==> config.mk <==
export PLATFORM = sky130hd
export DESIGN_NAME = mem_controller_flat
export DESIGN_NICKNAME = d
export VERILOG_FILES = /design/src/rtl/riscv_defs.sv /design/src/rtl/mem_controller_if.sv /design/src/rtl/mem_controller.sv /design/src/flat_wrapper.sv
export SDC_FILE = /design/constraint.sdc
export NUM_CORES = 1
export LEC_CHECK = 0
export BUFFER_PORTS_ARGS = -buffer_cell sky130_fd_sc_hd__buf_4
export CAP_MARGIN = 0
export CORE_ASPECT_RATIO = 1.75
export CORE_MARGIN = 5
export CORE_UTILIZATION = 58
export CTS_CLUSTER_SIZE = 16
export DETAILED_ROUTE_END_ITERATION = 8
export GPL_TIMING_DRIVEN = 0
export PLACE_DENSITY_LB_ADDON = 0.05
export RECOVER_POWER = 25
export SLEW_MARGIN = 20
export SYNTH_ARGS = -nofsm -noshare
export SYNTH_HDL_FRONTEND = slang
export SYNTH_SLANG_ARGS = --single-unit
==> constraint.sdc <==
create_clock -name Sys_clk -period 4.6 [get_ports Sys_clk]
set_input_delay 0.92 -clock Sys_clk [delete_from_list [all_inputs] [get_ports Sys_clk]]
set_output_delay 0.92 -clock Sys_clk [all_outputs]
set_load 0.005 [all_outputs]
==> src/rtl/riscv_defs.sv <==
// Shared definitions for the memory controller: FSM encoding, access widths,
// IO region base, LSB direction encoding and requester identities.
package riscv_defs;

    localparam logic [1:0] ST_IDLE    = 2'd0;
    localparam logic [1:0] ST_READ    = 2'd1;
    localparam logic [1:0] ST_WRITE   = 2'd2;
    localparam logic [1:0] ST_WAIT_IO = 2'd3;

    localparam logic [1:0] WIDTH_BYTE = 2'd1;
    localparam logic [1:0] WIDTH_HALF = 2'd2;

    localparam logic [31:0] IO_BASE = 32'h0003_0000;

    localparam logic LSB_RD = 1'b1;

    localparam logic GRANT_IF  = 1'b0;
    localparam logic GRANT_LSB = 1'b1;

    // Index of the final byte of an access; 0 and 3 both mean a full word.
    function automatic logic [1:0] last_byte_idx(input logic [1:0] width);
        logic [1:0] idx;
        case (width)
            WIDTH_BYTE: idx = 2'd0;
            WIDTH_HALF: idx = 2'd1;
            default:    idx = 2'd3;
        endcase
        return idx;
    endfunction

    function automatic logic [7:0] byte_lane(input logic [31:0] data, input logic [1:0] k);
        return data[{k, 3'b000} +: 8];
    endfunction

endpackage

==> src/rtl/mem_controller_if.sv <==
// Requester-side bus of the memory controller: instruction fetch and load/store buffer.
// master = requesters, slave = controller.
interface mem_controller_if #(
    parameter int ADDR_WIDTH = 32
);
    logic                  ICMC_en;
    logic [ADDR_WIDTH-1:0] ICMC_addr;
    logic                  MCIC_en;
    logic [31:0]           MCIC_data;

    logic                  LSBMC_en;
    logic                  LSBMC_wr;
    logic [1:0]            LSBMC_data_width;
    logic [31:0]           LSBMC_data;
    logic [ADDR_WIDTH-1:0] LSBMC_addr;
    logic                  MCLSB_en;
    logic [7:0]            MCLSB_data;
    logic [1:0]            MCLSB_data_number;
    logic                  MCLSB_wr_done;

    modport master (
        output ICMC_en, ICMC_addr, LSBMC_en, LSBMC_wr, LSBMC_data_width, LSBMC_data, LSBMC_addr,
        input  MCIC_en, MCIC_data, MCLSB_en, MCLSB_data, MCLSB_data_number, MCLSB_wr_done
    );

    modport slave (
        input  ICMC_en, ICMC_addr, LSBMC_en, LSBMC_wr, LSBMC_data_width, LSBMC_data, LSBMC_addr,
        output MCIC_en, MCIC_data, MCLSB_en, MCLSB_data, MCLSB_data_number, MCLSB_wr_done
    );
endinterface

==> src/rtl/mem_controller.sv <==
// Purpose: arbitrates IF and LSB onto one byte-wide RAM port, one byte per cycle.
// Latency: read byte k strobes at C+k+2 (IF word at C+5); store done pulses at C+W.
// Backpressure: requests held until served; Sys_rdy=0 freezes; IO stores wait on io_buffer_full.
module mem_controller
    import riscv_defs::*;
#(
    parameter int          ADDR_WIDTH = 32,
    parameter logic [31:0] IO_BASE    = riscv_defs::IO_BASE
) (
    input  logic                  Sys_clk,
    input  logic                  Sys_rst_n,
    input  logic                  Sys_rdy,
    input  logic                  RoBMC_pre_judge,
    input  logic                  io_buffer_full,
    input  logic [7:0]            mem_din,
    output logic [7:0]            mem_dout,
    output logic [ADDR_WIDTH-1:0] mem_a,
    output logic                  mem_wr,
    mem_controller_if.slave       req
);

    logic [1:0]            state;
    logic [1:0]            cnt;
    logic [1:0]            last_idx;
    logic                  last_grant;
    logic [ADDR_WIDTH-1:0] base_a;
    logic                  mem_wr_q;

    // Read-data pipeline: address went out last cycle, byte is on mem_din now.
    logic                  pend;
    logic                  pend_sel;
    logic [1:0]            pend_num;
    logic [23:0]           asm_q;

    logic                  drain;
    logic                  can_grant;
    logic                  grant_if;
    logic                  grant_lsb;
    logic                  lsb_io_wait;
    logic [ADDR_WIDTH-1:0] next_a;

    // No new grant until the previous transaction's strobes/done have been seen,
    // because requesters only drop their request after that pulse.
    always_comb begin
        drain       = pend | req.MCIC_en | req.MCLSB_en | req.MCLSB_wr_done;
        can_grant   = (state == ST_IDLE) & ~drain & RoBMC_pre_judge;
        grant_lsb   = can_grant & req.LSBMC_en & (~req.ICMC_en | (last_grant == GRANT_IF));
        grant_if    = can_grant & req.ICMC_en & ~grant_lsb;
        lsb_io_wait = (req.LSBMC_addr[17:16] == IO_BASE[17:16]) & io_buffer_full;
        next_a      = mem_a + ADDR_WIDTH'(1);
    end

    assign mem_wr = mem_wr_q & Sys_rdy;

    always_ff @(posedge Sys_clk or negedge Sys_rst_n) begin
        if (!Sys_rst_n) begin
            state                 <= ST_IDLE;
            cnt                   <= 2'd0;
            last_idx              <= 2'd0;
            last_grant            <= GRANT_LSB;
            base_a                <= '0;
            mem_wr_q              <= 1'b0;
            mem_a                 <= '0;
            mem_dout              <= 8'd0;
            pend                  <= 1'b0;
            pend_sel              <= GRANT_IF;
            pend_num              <= 2'd0;
            asm_q                 <= 24'd0;
            req.MCIC_en           <= 1'b0;
            req.MCIC_data         <= 32'd0;
            req.MCLSB_en          <= 1'b0;
            req.MCLSB_data        <= 8'd0;
            req.MCLSB_data_number <= 2'd0;
            req.MCLSB_wr_done     <= 1'b0;
        end else if (Sys_rdy) begin
            req.MCIC_en       <= 1'b0;
            req.MCLSB_en      <= 1'b0;
            req.MCLSB_wr_done <= 1'b0;
            pend              <= 1'b0;

            if (pend) begin
                if (pend_sel == GRANT_LSB) begin
                    req.MCLSB_en          <= 1'b1;
                    req.MCLSB_data        <= mem_din;
                    req.MCLSB_data_number <= pend_num;
                end else begin
                    case (pend_num)
                        2'd0: asm_q[7:0]   <= mem_din;
                        2'd1: asm_q[15:8]  <= mem_din;
                        2'd2: asm_q[23:16] <= mem_din;
                        default: begin
                            req.MCIC_en   <= 1'b1;
                            req.MCIC_data <= {mem_din, asm_q};
                        end
                    endcase
                end
            end

            case (state)
                ST_IDLE: begin
                    cnt <= 2'd0;
                    if (grant_lsb) begin
                        last_grant <= GRANT_LSB;
                        base_a     <= req.LSBMC_addr;
                        last_idx   <= last_byte_idx(req.LSBMC_data_width);
                        if (req.LSBMC_wr == LSB_RD) begin
                            state    <= ST_READ;
                            mem_a    <= req.LSBMC_addr;
                            mem_wr_q <= 1'b0;
                        end else if (lsb_io_wait) begin
                            state    <= ST_WAIT_IO;
                            mem_a    <= '0;
                            mem_wr_q <= 1'b0;
                        end else begin
                            state    <= ST_WRITE;
                            mem_a    <= req.LSBMC_addr;
                            mem_dout <= byte_lane(req.LSBMC_data, 2'd0);
                            mem_wr_q <= 1'b1;
                        end
                    end else if (grant_if) begin
                        last_grant <= GRANT_IF;
                        base_a     <= req.ICMC_addr;
                        last_idx   <= 2'd3;
                        state      <= ST_READ;
                        mem_a      <= req.ICMC_addr;
                        mem_wr_q   <= 1'b0;
                    end
                end
                ST_READ: begin
                    pend     <= 1'b1;
                    pend_sel <= last_grant;
                    pend_num <= cnt;
                    if (cnt == last_idx) begin
                        state <= ST_IDLE;
                    end else begin
                        cnt   <= cnt + 2'd1;
                        mem_a <= next_a;
                    end
                end
                ST_WRITE: begin
                    if (cnt == last_idx) begin
                        state             <= ST_IDLE;
                        mem_wr_q          <= 1'b0;
                        req.MCLSB_wr_done <= 1'b1;
                    end else begin
                        cnt      <= cnt + 2'd1;
                        mem_a    <= next_a;
                        mem_dout <= byte_lane(req.LSBMC_data, cnt + 2'd1);
                    end
                end
                ST_WAIT_IO: begin
                    if (!io_buffer_full) begin
                        state    <= ST_WRITE;
                        mem_a    <= base_a;
                        mem_dout <= byte_lane(req.LSBMC_data, 2'd0);
                        mem_wr_q <= 1'b1;
                    end
                end
            endcase

            // Mispredict flush kills loads in flight; stores already granted are committed.
            if (!RoBMC_pre_judge) begin
                pend         <= 1'b0;
                req.MCIC_en  <= 1'b0;
                req.MCLSB_en <= 1'b0;
                if (state == ST_READ) begin
                    state <= ST_IDLE;
                end
            end
        end
    end

endmodule

==> src/flat_wrapper.sv <==
// flat-port wrapper written by rule: the top's interface ports become plain ports
module mem_controller_flat import riscv_defs::*;
#(
    parameter int          ADDR_WIDTH = 32,
    parameter logic [31:0] IO_BASE    = riscv_defs::IO_BASE
)
  (Sys_clk, Sys_rst_n, Sys_rdy, RoBMC_pre_judge, io_buffer_full, mem_din, mem_dout, mem_a, mem_wr, req_ICMC_en, req_ICMC_addr, req_LSBMC_en, req_LSBMC_wr, req_LSBMC_data_width, req_LSBMC_data, req_LSBMC_addr, req_MCIC_en, req_MCIC_data, req_MCLSB_en, req_MCLSB_data, req_MCLSB_data_number, req_MCLSB_wr_done);
  mem_controller_if #(.ADDR_WIDTH(ADDR_WIDTH)) req_i ();
  input  logic Sys_clk;
  input  logic Sys_rst_n;
  input  logic Sys_rdy;
  input  logic RoBMC_pre_judge;
  input  logic io_buffer_full;
  input  logic [7:0] mem_din;
  output logic [7:0] mem_dout;
  output logic [ADDR_WIDTH-1:0] mem_a;
  output logic mem_wr;
  input wire logic [$bits(req_i.ICMC_en)-1:0] req_ICMC_en;
  input wire logic [$bits(req_i.ICMC_addr)-1:0] req_ICMC_addr;
  input wire logic [$bits(req_i.LSBMC_en)-1:0] req_LSBMC_en;
  input wire logic [$bits(req_i.LSBMC_wr)-1:0] req_LSBMC_wr;
  input wire logic [$bits(req_i.LSBMC_data_width)-1:0] req_LSBMC_data_width;
  input wire logic [$bits(req_i.LSBMC_data)-1:0] req_LSBMC_data;
  input wire logic [$bits(req_i.LSBMC_addr)-1:0] req_LSBMC_addr;
  output wire logic [$bits(req_i.MCIC_en)-1:0] req_MCIC_en;
  output wire logic [$bits(req_i.MCIC_data)-1:0] req_MCIC_data;
  output wire logic [$bits(req_i.MCLSB_en)-1:0] req_MCLSB_en;
  output wire logic [$bits(req_i.MCLSB_data)-1:0] req_MCLSB_data;
  output wire logic [$bits(req_i.MCLSB_data_number)-1:0] req_MCLSB_data_number;
  output wire logic [$bits(req_i.MCLSB_wr_done)-1:0] req_MCLSB_wr_done;
  assign req_i.ICMC_en = req_ICMC_en;
  assign req_i.ICMC_addr = req_ICMC_addr;
  assign req_i.LSBMC_en = req_LSBMC_en;
  assign req_i.LSBMC_wr = req_LSBMC_wr;
  assign req_i.LSBMC_data_width = req_LSBMC_data_width;
  assign req_i.LSBMC_data = req_LSBMC_data;
  assign req_i.LSBMC_addr = req_LSBMC_addr;
  assign req_MCIC_en = req_i.MCIC_en;
  assign req_MCIC_data = req_i.MCIC_data;
  assign req_MCLSB_en = req_i.MCLSB_en;
  assign req_MCLSB_data = req_i.MCLSB_data;
  assign req_MCLSB_data_number = req_i.MCLSB_data_number;
  assign req_MCLSB_wr_done = req_i.MCLSB_wr_done;
  mem_controller #(.ADDR_WIDTH(ADDR_WIDTH), .IO_BASE(IO_BASE)) u_core (.Sys_clk(Sys_clk), .Sys_rst_n(Sys_rst_n), .Sys_rdy(Sys_rdy), .RoBMC_pre_judge(RoBMC_pre_judge), .io_buffer_full(io_buffer_full), .mem_din(mem_din), .mem_dout(mem_dout), .mem_a(mem_a), .mem_wr(mem_wr), .req(req_i));
endmodule
# Word-level counts from Yosys, hierarchy flattened
# Index checks and enable logic that the tools add are counted.
[word_totals]
wordCells = 123
inputBits = 114
regBits = 153
out_inout_bits = 86
[op_classes]
n_reduce_logical = 18
n_shift = 1
addsub = 2
mux = 47
bitwise_logic = 18
n_eq_ne = 17
[ops]
columns = ["operator", "count"]
rows = [
  ["32-bit two-way mux", 7],
  ["32-bit one-hot mux with 3 select lines", 1],
  ["8-bit two-way mux", 5],
  ["32-bit by 1-bit adder with 32-bit output, second input constant", 1],
  ["32-bit by 6-bit variable part select with 8-bit output", 1],
  ["8-bit one-hot mux with 3 select lines", 1],
  ["2-bit two-way mux", 10],
  ["4-bit AND reduction", 5],
  ["1-bit two-way mux", 19],
  ["2-bit == test, second input constant", 5],
  ["2-bit inequality test, second input constant", 5],
  ["3-bit AND reduction", 3],
  ["1-bit bitwise AND", 8],
  ["2-bit one-hot mux with 2 select lines", 2],
  ["7-bit AND reduction", 1],
  ["2-bit by 1-bit == test with 1-bit output, second input constant", 3],
  ["1-bit NOT", 6],
  ["2-bit one-hot mux with 3 select lines", 1],
  ["5-bit AND reduction", 1],
  ["2-bit zero test", 2],
  ["2-bit by 1-bit inequality test with 1-bit output, second input constant", 2],
  ["1-bit OR", 4],
  ["2-bit nonzero test", 2],
  ["3-bit by 1-bit inequality test with 1-bit output, second input constant", 1],
  ["7 further kinds", 7],
]

# Longest topological paths before layout
[depth]
depth_word = 15
ltp_mapped = 9
mapped_depth_nobuf = 7

# Least setup slack after synthesis
# OpenSTA, ideal clock, no wires.
[synth_timing]
path_type = "input -> register"
from = "in req_LSBMC_en"
to = "reg u_core.mem_dout[0]"
cell_stages = 6
arrival_ps = 2513
setup_time_ps = 125
path_slack_ps = 1962
t_required_ps = 4475
path_cell_list = "a21boi_1 -> nand3_4 -> or3_4 -> a221o_1 -> buf_6 -> mux2_4"
[synth_between]
elab_chain_cells = 4
[synth_lines]
columns = ["item", "line", "source"]
rows = [
  ["start, declared", "flat_wrapper.sv:20", "input wire logic [$bits(req_i.LSBMC_en)-1:0] req_LSBMC_en;"],
  ["1-bit bitwise AND (2 in a row)", "mem_controller.sv:47", "grant_lsb = can_grant & req.LSBMC_en & (~req.ICMC_en | (last_grant == GRANT_IF));"],
  ["2-bit by 1-bit inequality test with 1-bit output (no line)", "--", ""],
  ["7-bit AND reduction (no line)", "--", ""],
  ["end signal, assigned", "mem_controller.sv:117", "mem_dout <= byte_lane(req.LSBMC_data, 2'd0);"],
  ["end signal, assigned", "mem_controller.sv:148", "mem_dout <= byte_lane(req.LSBMC_data, cnt + 2'd1);"],
  ["end signal, assigned", "mem_controller.sv:155", "mem_dout <= byte_lane(req.LSBMC_data, 2'd0);"],
  ["end, declared", "mem_controller.sv:16", "output logic [7:0] mem_dout,"],
]
# No other way between the ends.
# A chain may end at the register's enable or synchronous reset.

# Final worst setup path
[layout_timing]
from = "reg u_core.state[1]"
to = "reg u_core.base_a[6]"
[layout_between]
elab_chain_cells = 9
word_cells_on_any_way = 11
classes_between = "mux (1); bitwise (7); reduce/logical (3)"
[layout_lines]
columns = ["item", "line", "source"]
rows = [
  ["start, declared", "mem_controller.sv:22", "logic [1:0] state;"],
  ["start signal, assigned", "mem_controller.sv:57", "state <= ST_IDLE;"],
  ["start signal, assigned", "mem_controller.sv:107", "state <= ST_READ;"],
  ["start signal, assigned", "mem_controller.sv:111", "state <= ST_WAIT_IO;"],
  ["2-bit zero test *", "mem_controller.sv:46, mem_controller.sv:99", ""],
  ["1-bit bitwise AND (2 in a row)", "mem_controller.sv:46", "can_grant = (state == ST_IDLE) & ~drain & RoBMC_pre_judge;"],
  ["1-bit bitwise AND (2 in a row)", "mem_controller.sv:47", ""],
  ["1-bit NOT", "mem_controller.sv:48", "grant_if = can_grant & req.ICMC_en & ~grant_lsb;"],
  ["1-bit bitwise AND", "mem_controller.sv:48", ""],
  ["2-bit nonzero test (no line)", "--", ""],
  ["3-bit AND reduction (no line)", "--", ""],
  ["end signal, assigned", "mem_controller.sv:104", "base_a <= req.LSBMC_addr;"],
  ["end signal, assigned", "mem_controller.sv:122", "base_a <= req.ICMC_addr;"],
  ["end, declared", "mem_controller.sv:26", "logic [ADDR_WIDTH-1:0] base_a;"],
]
# Every way passes the cells marked *; elsewhere a longest branch is shown, timed or not.

==> flow_summary.toml <==
[status]
violations = "max-capacitance violations, max-slew violations"
outcome = "complete, but fails checks"

[detailed_routing]
drt-vias-per-instance = 6.650
drtIter0Drc = 734
firstDrtPassIters = 5
antenna_left = 0
vias = 8080
routedWlPerCell_um = 24.46
drc = 0
drt-total-wl_um = 29720

[clock_network]
cts_root_buffer = "clkbuf_16"
cts_setup_buffers = 0
clockBufferDepth = 2
clk_pin_slew_worst_paths_ns = 0.07
cts_hold_buf = 0
numClockSinks = 153
cts_resized = 0
cts_tree = "built"
htreeDepth = 4
clock_latency_ns = 0.44
cts_buffers = 17

[run]
max-cap-violations = 1

[timing]
worst_clock_skew_ns = 0.01370
setup_tns_ns = 0
setup_violations = 0
final_max_slew_viol_count = 38
worst_slew_pin_slew_ns = 2.262
final.period_utilization = 0.7658
max-slew-margin-rel = -0.5081
timing_hold_violations_final = 0
rsz0062_at_grt = "no"
min_period_ns = 3.523
fmax_mhz = 283.9

[placement]
portBuffers = 199
gp_congestion = 1.023
dpl_cell_area_mm2 = 0.009897
dpl.hpwl_um = 21220

[floorplanning]
die_w_um = 99.40
core_area_mm2 = 0.01384
num_rows = 57
die_h_um = 166.5
start_util = 0.5864
io_pins = 200
die_area_mm2 = 0.01655

[critical_path]
critPathArrivalTime_ns = 3.87
crit_chain = "inv_1, ha_1, and2b_1, nand3_4, clkbuf_1, clkbuf_1, clkbuf_1, nand2_1, a31oi_1"
cp_data_required_time_ns = 4.94
r2r_start = "u_core.state[1]$_DFFE_PN0P_"
worst_path_max_delay_cell = "clkbuf_1"
crit_buf_inv = 4
rr_worst_depth = 9
cp-end-kind = "flop"
critPathMaxStageDelay_ns = 0.56
worstPathMaxFanout = 10
cp-startpoint = "u_core.state[1]$_DFFE_PN0P_"
r2r-end = "u_core.base_a[6]$_DFFE_PN0P_"
path_delay_family = "buffers and inverters"
worstSetupPathType = "reg2reg"
cpMostUsedCell = "clkbuf_1"
r2r_slack_ns = 1.08
startpoint_type = "flop"

[synthesis]
synth.distinct_cells = 67
synth.most_common_cell = "dfrtp_1"
synthArstFlopShare = 1.000
ys.flop_type = "dfrtp_1"
ys_seq_area_frac = 0.4721
synthTopCellsByArea = "dfrtp_1 47%, mux2_2 9.9%, nand2_1 5.3%"
synth-edff-count = 0
yosys_warnings = 0
syn_area_mm2 = 0.008113
syn_avg_cell_area_um2 = 10.08
ys_ff_latch = 153
ys_top_cells_by_count = "152 x dfrtp_1, 114 x nand2_1, 71 x mux2_2"
synth_nets = 928
synth_largest_area_cell = "dfrtp_1"
syn_inst = 805
synth_top_area_frac = 0.4688

[finish]
area_growth_pct = 29.43
drive_gt1_frac = 0.3247
final_area_mm2 = 0.01050
register_area_mm2 = 0.003830
diodes = 0
nNetsFinal = 1148
nFillCells = 1007
multiInputGateArea_mm2 = 0.003980

[global_route]
grt_max_degree = 63
overflow = 0
antenna_found_initial = 0
grt_use_total = 0.3528
grt_pass1_vias = 8227
grt_pass1_wl_um = 45060

[hold_path]
min_to = "u_core.req.MCIC_data[5]$_DFFE_PN0P_"
hp-class = "reg2reg"
hold_path_startpoint = "u_core.asm_q[5]$_DFFE_PN0P_"
holdPathStages = 1

[power]
p_leak_nw = 4.902
ir_drop_mv = 0.4510
powerDensity_mw_per_mm2 = 677.5
-- final cells by class --
cell class              instances  area share
multi-input cells             575      0.3791
flip-flops and latches        153      0.3648
repair buffers                201      0.1472
clock buffers                  17     0.04051
plain buffers                  60     0.02336
well taps                     177     0.02109
clock inverters                15     0.01799
inverters                      17    0.006077
-- where the power goes --
group          switching, mW  internal, mW
Combinational           1.99          1.40
Sequential             0.467          1.81
Clock                  0.704         0.744
-- cells in the final DEF (no fill, tap or decap), drive strengths merged, types with 4 or more instances in the layout --
cell type  instances
a221oi            20
a22o              12
ha                 9
a21o               4
and3               4
dfrtp            152
clkbuf            60
a21oi             39
nand3             21
mux2i             10
o31ai             14
nand2            114
a31oi             37
buf              218
or3                5
inv               25
nor2              50
nor4               6
nand4             13
mux2              79
o41ai              6
a31o               8
or2                4
a221o             17
clkinv             7
o21ai             31
nor3               7
or4                5
a32o              10
a311oi             4
-- layer usage --
| metal | share of wire | vias up | global-route usage |
|---|---|---|---|
| met1 | 0.33 | 3905 | 0.3904 |
| met2 | 0.51 | 533 | 0.6168 |
| met4 | 0.074 | 0 | 0.2224 |
| met5 | 0 | - | 0 |
| met3 | 0.086 | 173 | 0.05818 |
| li1 | - | 3469 | - |
-- metrics by stage --
stage | hold slack, ns | power (mW) | setup WS (ns) | util | std cells
finish | 0.5025 | 7.114 | 1.077 | 0.7589 | 1215
global route | 0.5187 | 7.412 | 0.9622 | 0.7589 | 1215
CTS | 0.3677 | 6.974 | 1.200 | 0.7597 | 1215
detailed placement | 0.4922 | 5.528 | 1.180 | 0.7153 | 1183
global placement | 0.4825 | 5.434 | 1.198 | 0.7103 | 1181
floorplan | 0.4729 | 4.191 | 1.962 | - | 805
-- worst max path at each step --
stage | slack, ns | depth (start not counted) | end
floorplan | 1.96 | 6 | u_core.mem_dout[0]$_DFFE_PN0P_
global placement | 1.20 | 8 | u_core.base_a[8]$_DFFE_PN0P_
detailed placement | 1.18 | 8 | u_core.base_a[23]$_DFFE_PN0P_
CTS | 1.20 | 9 | u_core.base_a[23]$_DFFE_PN0P_
global route | 0.96 | 9 | u_core.base_a[8]$_DFFE_PN0P_
finish | 1.08 | 9 | u_core.base_a[6]$_DFFE_PN0P_
-- cells by family after synthesis --
| kind of cell | count (synthesis) | synth area share |
|---|---|---|
| xor gates and xnor gates | 2 | 0.002160 |
| and+or+nand+nor | 247 | 0.1454 |
| buffers and inverters | 77 | 0.03809 |
| adders and majority gates | 9 | 0.01388 |
| DFF | 153 | 0.4721 |
| muxes | 89 | 0.1257 |
| AOI/OAI and AO/OA | 228 | 0.2027 |
-- flip-flops by register name (all words and copies together), names as in the netlist --
signal                        cells
u_core.base_a                    32
u_core.mem_a                     32
u_core.req.MCIC_data             32
u_core.asm_q                     24
u_core.mem_dout                   8
u_core.req.MCLSB_data             8
u_core.cnt                        2
u_core.last_idx                   2
u_core.pend_num                   2
u_core.req.MCLSB_data_number      2
u_core.state                      2
u_core.last_grant                 1
u_core.mem_wr_q                   1
u_core.pend                       1
u_core.pend_sel                   1
u_core.req.MCIC_en                1
u_core.req.MCLSB_en               1
u_core.req.MCLSB_wr_done          1
Power figures use the tool's default switching activity.
